[src/rtl/cart_loader.sv]
// Cartridge download sequencer: captures the ioctl image into the cart dpram, then pads/mirrors the rest of the window.
// Optional `CART_MIRROR_EN enables mirroring of power-of-two images; without it the unused window is filled with 0xFF.
module cart_loader #(
  parameter int          ADDR_W     = 13,
  parameter logic [7:0]  CART_INDEX = 8'd1
) (
  input  logic              clk_sys,
  input  logic              reset,
  input  logic              ioctl_download,
  input  logic              ioctl_wr,
  input  logic [24:0]       ioctl_addr,
  input  logic [7:0]        ioctl_dout,
  input  logic [7:0]        ioctl_index,
  output logic              ioctl_wait,
  input  logic [ADDR_W-1:0] cpu_addr,
  output logic [ADDR_W-1:0] ram_addr,
  output logic [7:0]        ram_din,
  output logic              ram_we,
  input  logic [7:0]        ram_dout,
  output logic [ADDR_W:0]   cart_size,
  output logic              cart_valid,
  output logic              core_reset
);

  localparam logic [2:0] S_IDLE      = 3'd0;
  localparam logic [2:0] S_LOAD      = 3'd1;
  localparam logic [2:0] S_FILL_RD   = 3'd2;
  localparam logic [2:0] S_FILL_WAIT = 3'd3;
  localparam logic [2:0] S_FILL_WR   = 3'd4;
  localparam logic [2:0] S_DONE      = 3'd5;

  localparam logic [ADDR_W:0] WIN_SIZE = {1'b1, {ADDR_W{1'b0}}};

  logic [2:0]        state;
  logic [ADDR_W-1:0] fill_ptr;
  logic [ADDR_W:0]   size_next;
  logic [ADDR_W:0]   addr_p1;
  logic [ADDR_W-1:0] fill_mask;
  logic [ADDR_W-1:0] fill_masked;
  logic [7:0]        fill_byte;
  logic              cart_start;
  logic              in_window;
  logic              in_fill;
  logic              start_load;
  logic              pad;

  // Largest byte count seen so far; any byte beyond the window pins the size at N.
  function automatic logic [ADDR_W:0] sat_size(input logic [ADDR_W:0] cur, input logic wr,
                                               input logic in_win, input logic [ADDR_W:0] a_p1);
    if (!wr)
      return cur;
    if (!in_win)
      return WIN_SIZE;
    return (a_p1 > cur) ? a_p1 : cur;
  endfunction

  // P-1 for the smallest power of two P >= size (P = 1 when size is 0).
  function automatic logic [ADDR_W-1:0] pow2_mask(input logic [ADDR_W:0] size);
    logic [ADDR_W:0] m;
    m = (size == '0) ? '0 : size - 1'b1;
    for (int i = 0; i <= ADDR_W; i++)
      m = m | (m >> 1);
    return m[ADDR_W-1:0];
  endfunction

  assign cart_start  = ioctl_download && (ioctl_index == CART_INDEX);
  assign in_window   = (ioctl_addr >> ADDR_W) == '0;
  assign addr_p1     = {1'b0, ioctl_addr[ADDR_W-1:0]} + 1'b1;
  assign size_next   = sat_size(cart_size, (state == S_LOAD) && ioctl_wr, in_window, addr_p1);
  assign in_fill     = (state == S_FILL_RD) || (state == S_FILL_WAIT) || (state == S_FILL_WR);
  assign start_load  = cart_start && (state != S_LOAD);
  assign fill_mask   = pow2_mask(cart_size);
  assign fill_masked = fill_ptr & fill_mask;
  assign pad         = {1'b0, fill_masked} >= cart_size;

`ifdef CART_MIRROR_EN
  assign fill_byte = pad ? 8'hFF : ram_dout;
`else
  logic fill_unused;
  assign fill_unused = ^{ram_dout, pad};
  assign fill_byte   = 8'hFF;
`endif

  assign ioctl_wait = in_fill;
  assign core_reset = reset | (state != S_DONE);

  always_comb begin
    ram_addr = cpu_addr;
    ram_din  = ioctl_dout;
    ram_we   = 1'b0;
    case (state)
      S_LOAD: begin
        ram_addr = ioctl_addr[ADDR_W-1:0];
        ram_we   = ioctl_wr && in_window;
      end
      S_FILL_RD, S_FILL_WAIT: ram_addr = fill_masked;
      S_FILL_WR: begin
        ram_addr = fill_ptr;
        ram_din  = fill_byte;
        ram_we   = !cart_start;
      end
      default: ;
    endcase
  end

  always_ff @(posedge clk_sys or posedge reset) begin
    if (reset) begin
      state      <= S_IDLE;
      cart_size  <= '0;
      cart_valid <= 1'b0;
    end else if (start_load) begin
      state      <= S_LOAD;
      cart_size  <= '0;
      cart_valid <= 1'b0;
    end else begin
      case (state)
        S_IDLE: ;
        S_LOAD: begin
          cart_size <= size_next;
          if (!ioctl_download) begin
            if (size_next == WIN_SIZE) begin
              state      <= S_DONE;
              cart_valid <= 1'b1;
            end else begin
              state <= S_FILL_RD;
            end
          end
        end
        S_FILL_RD:   state <= S_FILL_WAIT;
        S_FILL_WAIT: state <= S_FILL_WR;
        S_FILL_WR: begin
          if (fill_ptr == '1) begin
            state      <= S_DONE;
            cart_valid <= (cart_size != '0);
          end else begin
            state <= S_FILL_RD;
          end
        end
        S_DONE: ;
        default: state <= S_IDLE;
      endcase
    end
  end

  // Fill pointer starts at the final image size and walks to the top of the window.
  always_ff @(posedge clk_sys) begin
    if (state == S_LOAD)
      fill_ptr <= size_next[ADDR_W-1:0];
    else if (state == S_FILL_WR)
      fill_ptr <= fill_ptr + 1'b1;
  end

endmodule

[config.mk]
export PLATFORM = sky130hd
export DESIGN_NAME = cart_loader
export DESIGN_NICKNAME = d
export VERILOG_FILES = /design/src/rtl/cart_loader.sv
export SDC_FILE = /design/constraint.sdc
export NUM_CORES = 1
export LEC_CHECK = 0
export ABC_AREA = 1
export BUFFER_PORTS_ARGS = -buffer_cell sky130_fd_sc_hd__buf_2
export CORE_MARGIN = 5
export CORE_UTILIZATION = 45
export CTS_CLUSTER_SIZE = 40
export DETAILED_ROUTE_END_ITERATION = 12
export GPL_ROUTABILITY_DRIVEN = 0
export GPL_TIMING_DRIVEN = 0
export PLACE_DENSITY_LB_ADDON = 0.12
export SYNTH_ARGS = -nofsm -noshare
export SYNTH_HDL_FRONTEND = slang
export SYNTH_SLANG_ARGS = --single-unit
[constraint.sdc]
create_clock -name clk_sys -period 4.3 [get_ports clk_sys]
set_clock_uncertainty 0.2 [all_clocks]
set_input_delay 0.215 -clock clk_sys [delete_from_list [all_inputs] [get_ports clk_sys]]
set_output_delay 0.215 -clock clk_sys [all_outputs]
set_load 0.03 [all_outputs]
==> results.ini <==
[worst_setup_path]
crit_required_ns = 3.88
critPathKind = flip-flop to output pin
cp-end-kind = output pin
startpoint_type = flip-flop
cp_max_fo = 15
cp.arrival_ns = 3.10

[yosys]
yosys_most_used_dff = dfrtp_1
syn_inst = 597
synth.distinct_cells = 42
syn_avg_cell_area_um2 = 6.18
synth_area_um2 = 3690
seq_area_frac_synth_pct = 22.8
synth_seq_cells = 31
yosys_warnings = 0
syn-num-nets = 680
synthArstFlopShare_pct = 58.1
synth_edf_count = 13

[cts]
cts_resized = 0
cts_max_level = 2
cts_tree = done
clk_path_buf_depth = 2
clk_latency_ns = 0.29
cts_root_buf = clkbuf_8
cts_buffers = 5
cts_sinks = 31
clk_pin_slew_ns = 0.07

[routing]
dr.first_iter.drc_count = 246
ant_nets = 0
via_count = 4250
drt-total-wl_um = 12000
wl_per_cell_um = 14.8
drc = 0
viasPerCell = 5.27
first_pass_iters = 5

[floorplanning]
die_h_um = 101
core_um2 = 8090
rows = 33
die_w_um = 101
initial_core_util_pct = 45.6
die_area_um2 = 10100
boundaryPins = 105

[placed_design]
port_buffers = 96
hpwl_um = 10000
dp.cells = 798

[global_routing]
grt_usage_pct = 23.8
antenna_found_initial = 0
first_global_vias = 4108
grt_pass1_wl_um = 19300
gr-total-overflow = 0
grt_max_degree = 20

[flow_run]
drv_cap = 0

[timing]
relSlewSlack_pct = 47.8
clock.fmax_mhz = 284
rsz0062_at_grt = no
finalHoldViolations = 0
setup_violations = 0
final_max_slew_viol_count = 0
worstMarginPinSlew_ns = 0.782
period_needed_ns = 3.52
finalCritPeriodShare_pct = 81.9
timing.hold.ws_ns = 0.0894
fin_setup_tns_ns = 0

[layout]
syn2layout_area_growth_pct = 19.0
nNetsFinal = 784
utilization_pct = 54.3
antenna_cells = 0
num-fill-cells = 885
finalNonFillerCells = 807
drive_gt1_share_pct = 23.9

[power_and_ir_drop]
power_per_cell_area_nw_per_um2 = 188
p_leak_uw = 0.00246
vdd_ir_drop_max_uv = 209

[min_path]
hp-class = input pin to flip-flop

[status]
status = finished, final reports clean

report_power, final:
part	internal, uW	leakage (uW)	switching, uW
Combinational	82.6	0.00206	168
Sequential	328	0.000362	10.8
Clock	115	0.0000395	119
Total	526	0.00246	298
logic make-up (layout without fill, tap and decap cells):
logic type                 after synthesis  after routing  share of synthesized area, %
AOI/OAI and AO/OA                       58             58                          9.32
xor gates and xnor gates                 4              4                         0.949
adders and majority gates               17             17                          5.76
buffers and inverters                  100            205                          10.7
DFF                                     31             31                          22.8
and+or+nand+nor                        387            387                          50.5
timing repair:
| item | CTS | global route |
|---|---|---|
| hold endpoints to repair | 18 | 0 |
| hold buffers | 1 | 0 |
| buffers inserted | 0 | 0 |
flip-flops by register name, indices dropped and copies added, names as in the netlist:
signal / cells
state: 3
fill_ptr: 13
cart_size: 14
cart_valid: 1
stage by stage:
step	instance area (um2)	power, uW	setup slack, ns
floorplan	3690	506	1.41
global placement	4300	590	0.690
detailed placement	4300	595	0.628
CTS	4390	827	0.805
finish	4390	824	0.780
global route	4390	863	0.583
area by class of cell:
type,count,area (um2),area share [%]
Timing Repair Buffer,97,490,11.2
Clock buffer,8,80.1,1.82
Sequential cell,31,841,19.1
Inverter,87,327,7.43
Multi-Input combinational cell,466,2450,55.9
Buffer,13,68.8,1.57
Tap cell,105,131,2.99
cell usage in the layout, fill, tap and decap left out, drive strengths merged:
cell type,instances
xnor2,1
dlygate4sd3,1
xor2,3
or2,10
nor3,9
o22ai,5
buf,101
clkinv,1
nand4,12
nand2,204
dfrtp,18
clkbuf,16
nand3b,3
o221ai,2
inv,86
nand3,71
a22oi,1
ha,17
nor4b,1
edfxtp,13
o31ai,1
o211ai,11
nor4,3
o21ai,19
a21oi,19
nor2,74
synth_stat cells (5+ instances only):
cell type,n,area [um2]
or2_2,10,62.6
nor3_1,6,30.0
nor2_4,6,67.6
dfrtp_1,18,450
nand3_1,63,315
o211ai_1,11,82.6
inv_2,6,22.5
ha_1,17,213
nor2_1,55,206
a21oi_1,18,90.1
nand3_2,6,60.1
edfxtp_1,13,390
clkbuf_1,8,30.0
nand4_1,11,68.8
nand2_1,191,717
nand2_2,10,62.6
o21ai_0,18,90.1
inv_1,80,300
nor2_2,12,75.1
o22ai_1,5,31.3
metal layers:
layer,vias up,global-route usage (%),routed length (um)
li1,2143,-,-
met1,1931,29.5,5100
met2,150,42.0,5780
met5,-,0,0
met3,26,3.74,780
met4,0,7.67,308
path summary, 6_finish.rpt:
path | endpoint | slack (ns) | cells past startpoint | start
worst max register to register | cart_valid | 1.33 | 18 | cart_size[4]
worst min register to register | cart_valid | 0.28 | 2 | cart_valid
max in group asynchronous | cart_size[0] | 3.01 | 3 | reset
worst max-delay path | ram_addr[4] | 0.78 | 10 | state[0]
min in group asynchronous | state[0] | 0.40 | 3 | reset
worst min-delay path | cart_valid | 0.09 | 4 | ioctl_download
worst max-delay path, stage by stage, from the launching register on:
cell      delay, ns
dfrtp_1        0.42
nor2_1         0.15
inv_1          0.05
nor2_1         0.33
inv_1          0.24
nand2_1        0.58
nor2_1         0.26
clkbuf_1       0.30
nand2_1        0.14
o221ai_1       0.13
buf_2          0.21
Power figures use the tool's default switching activity.
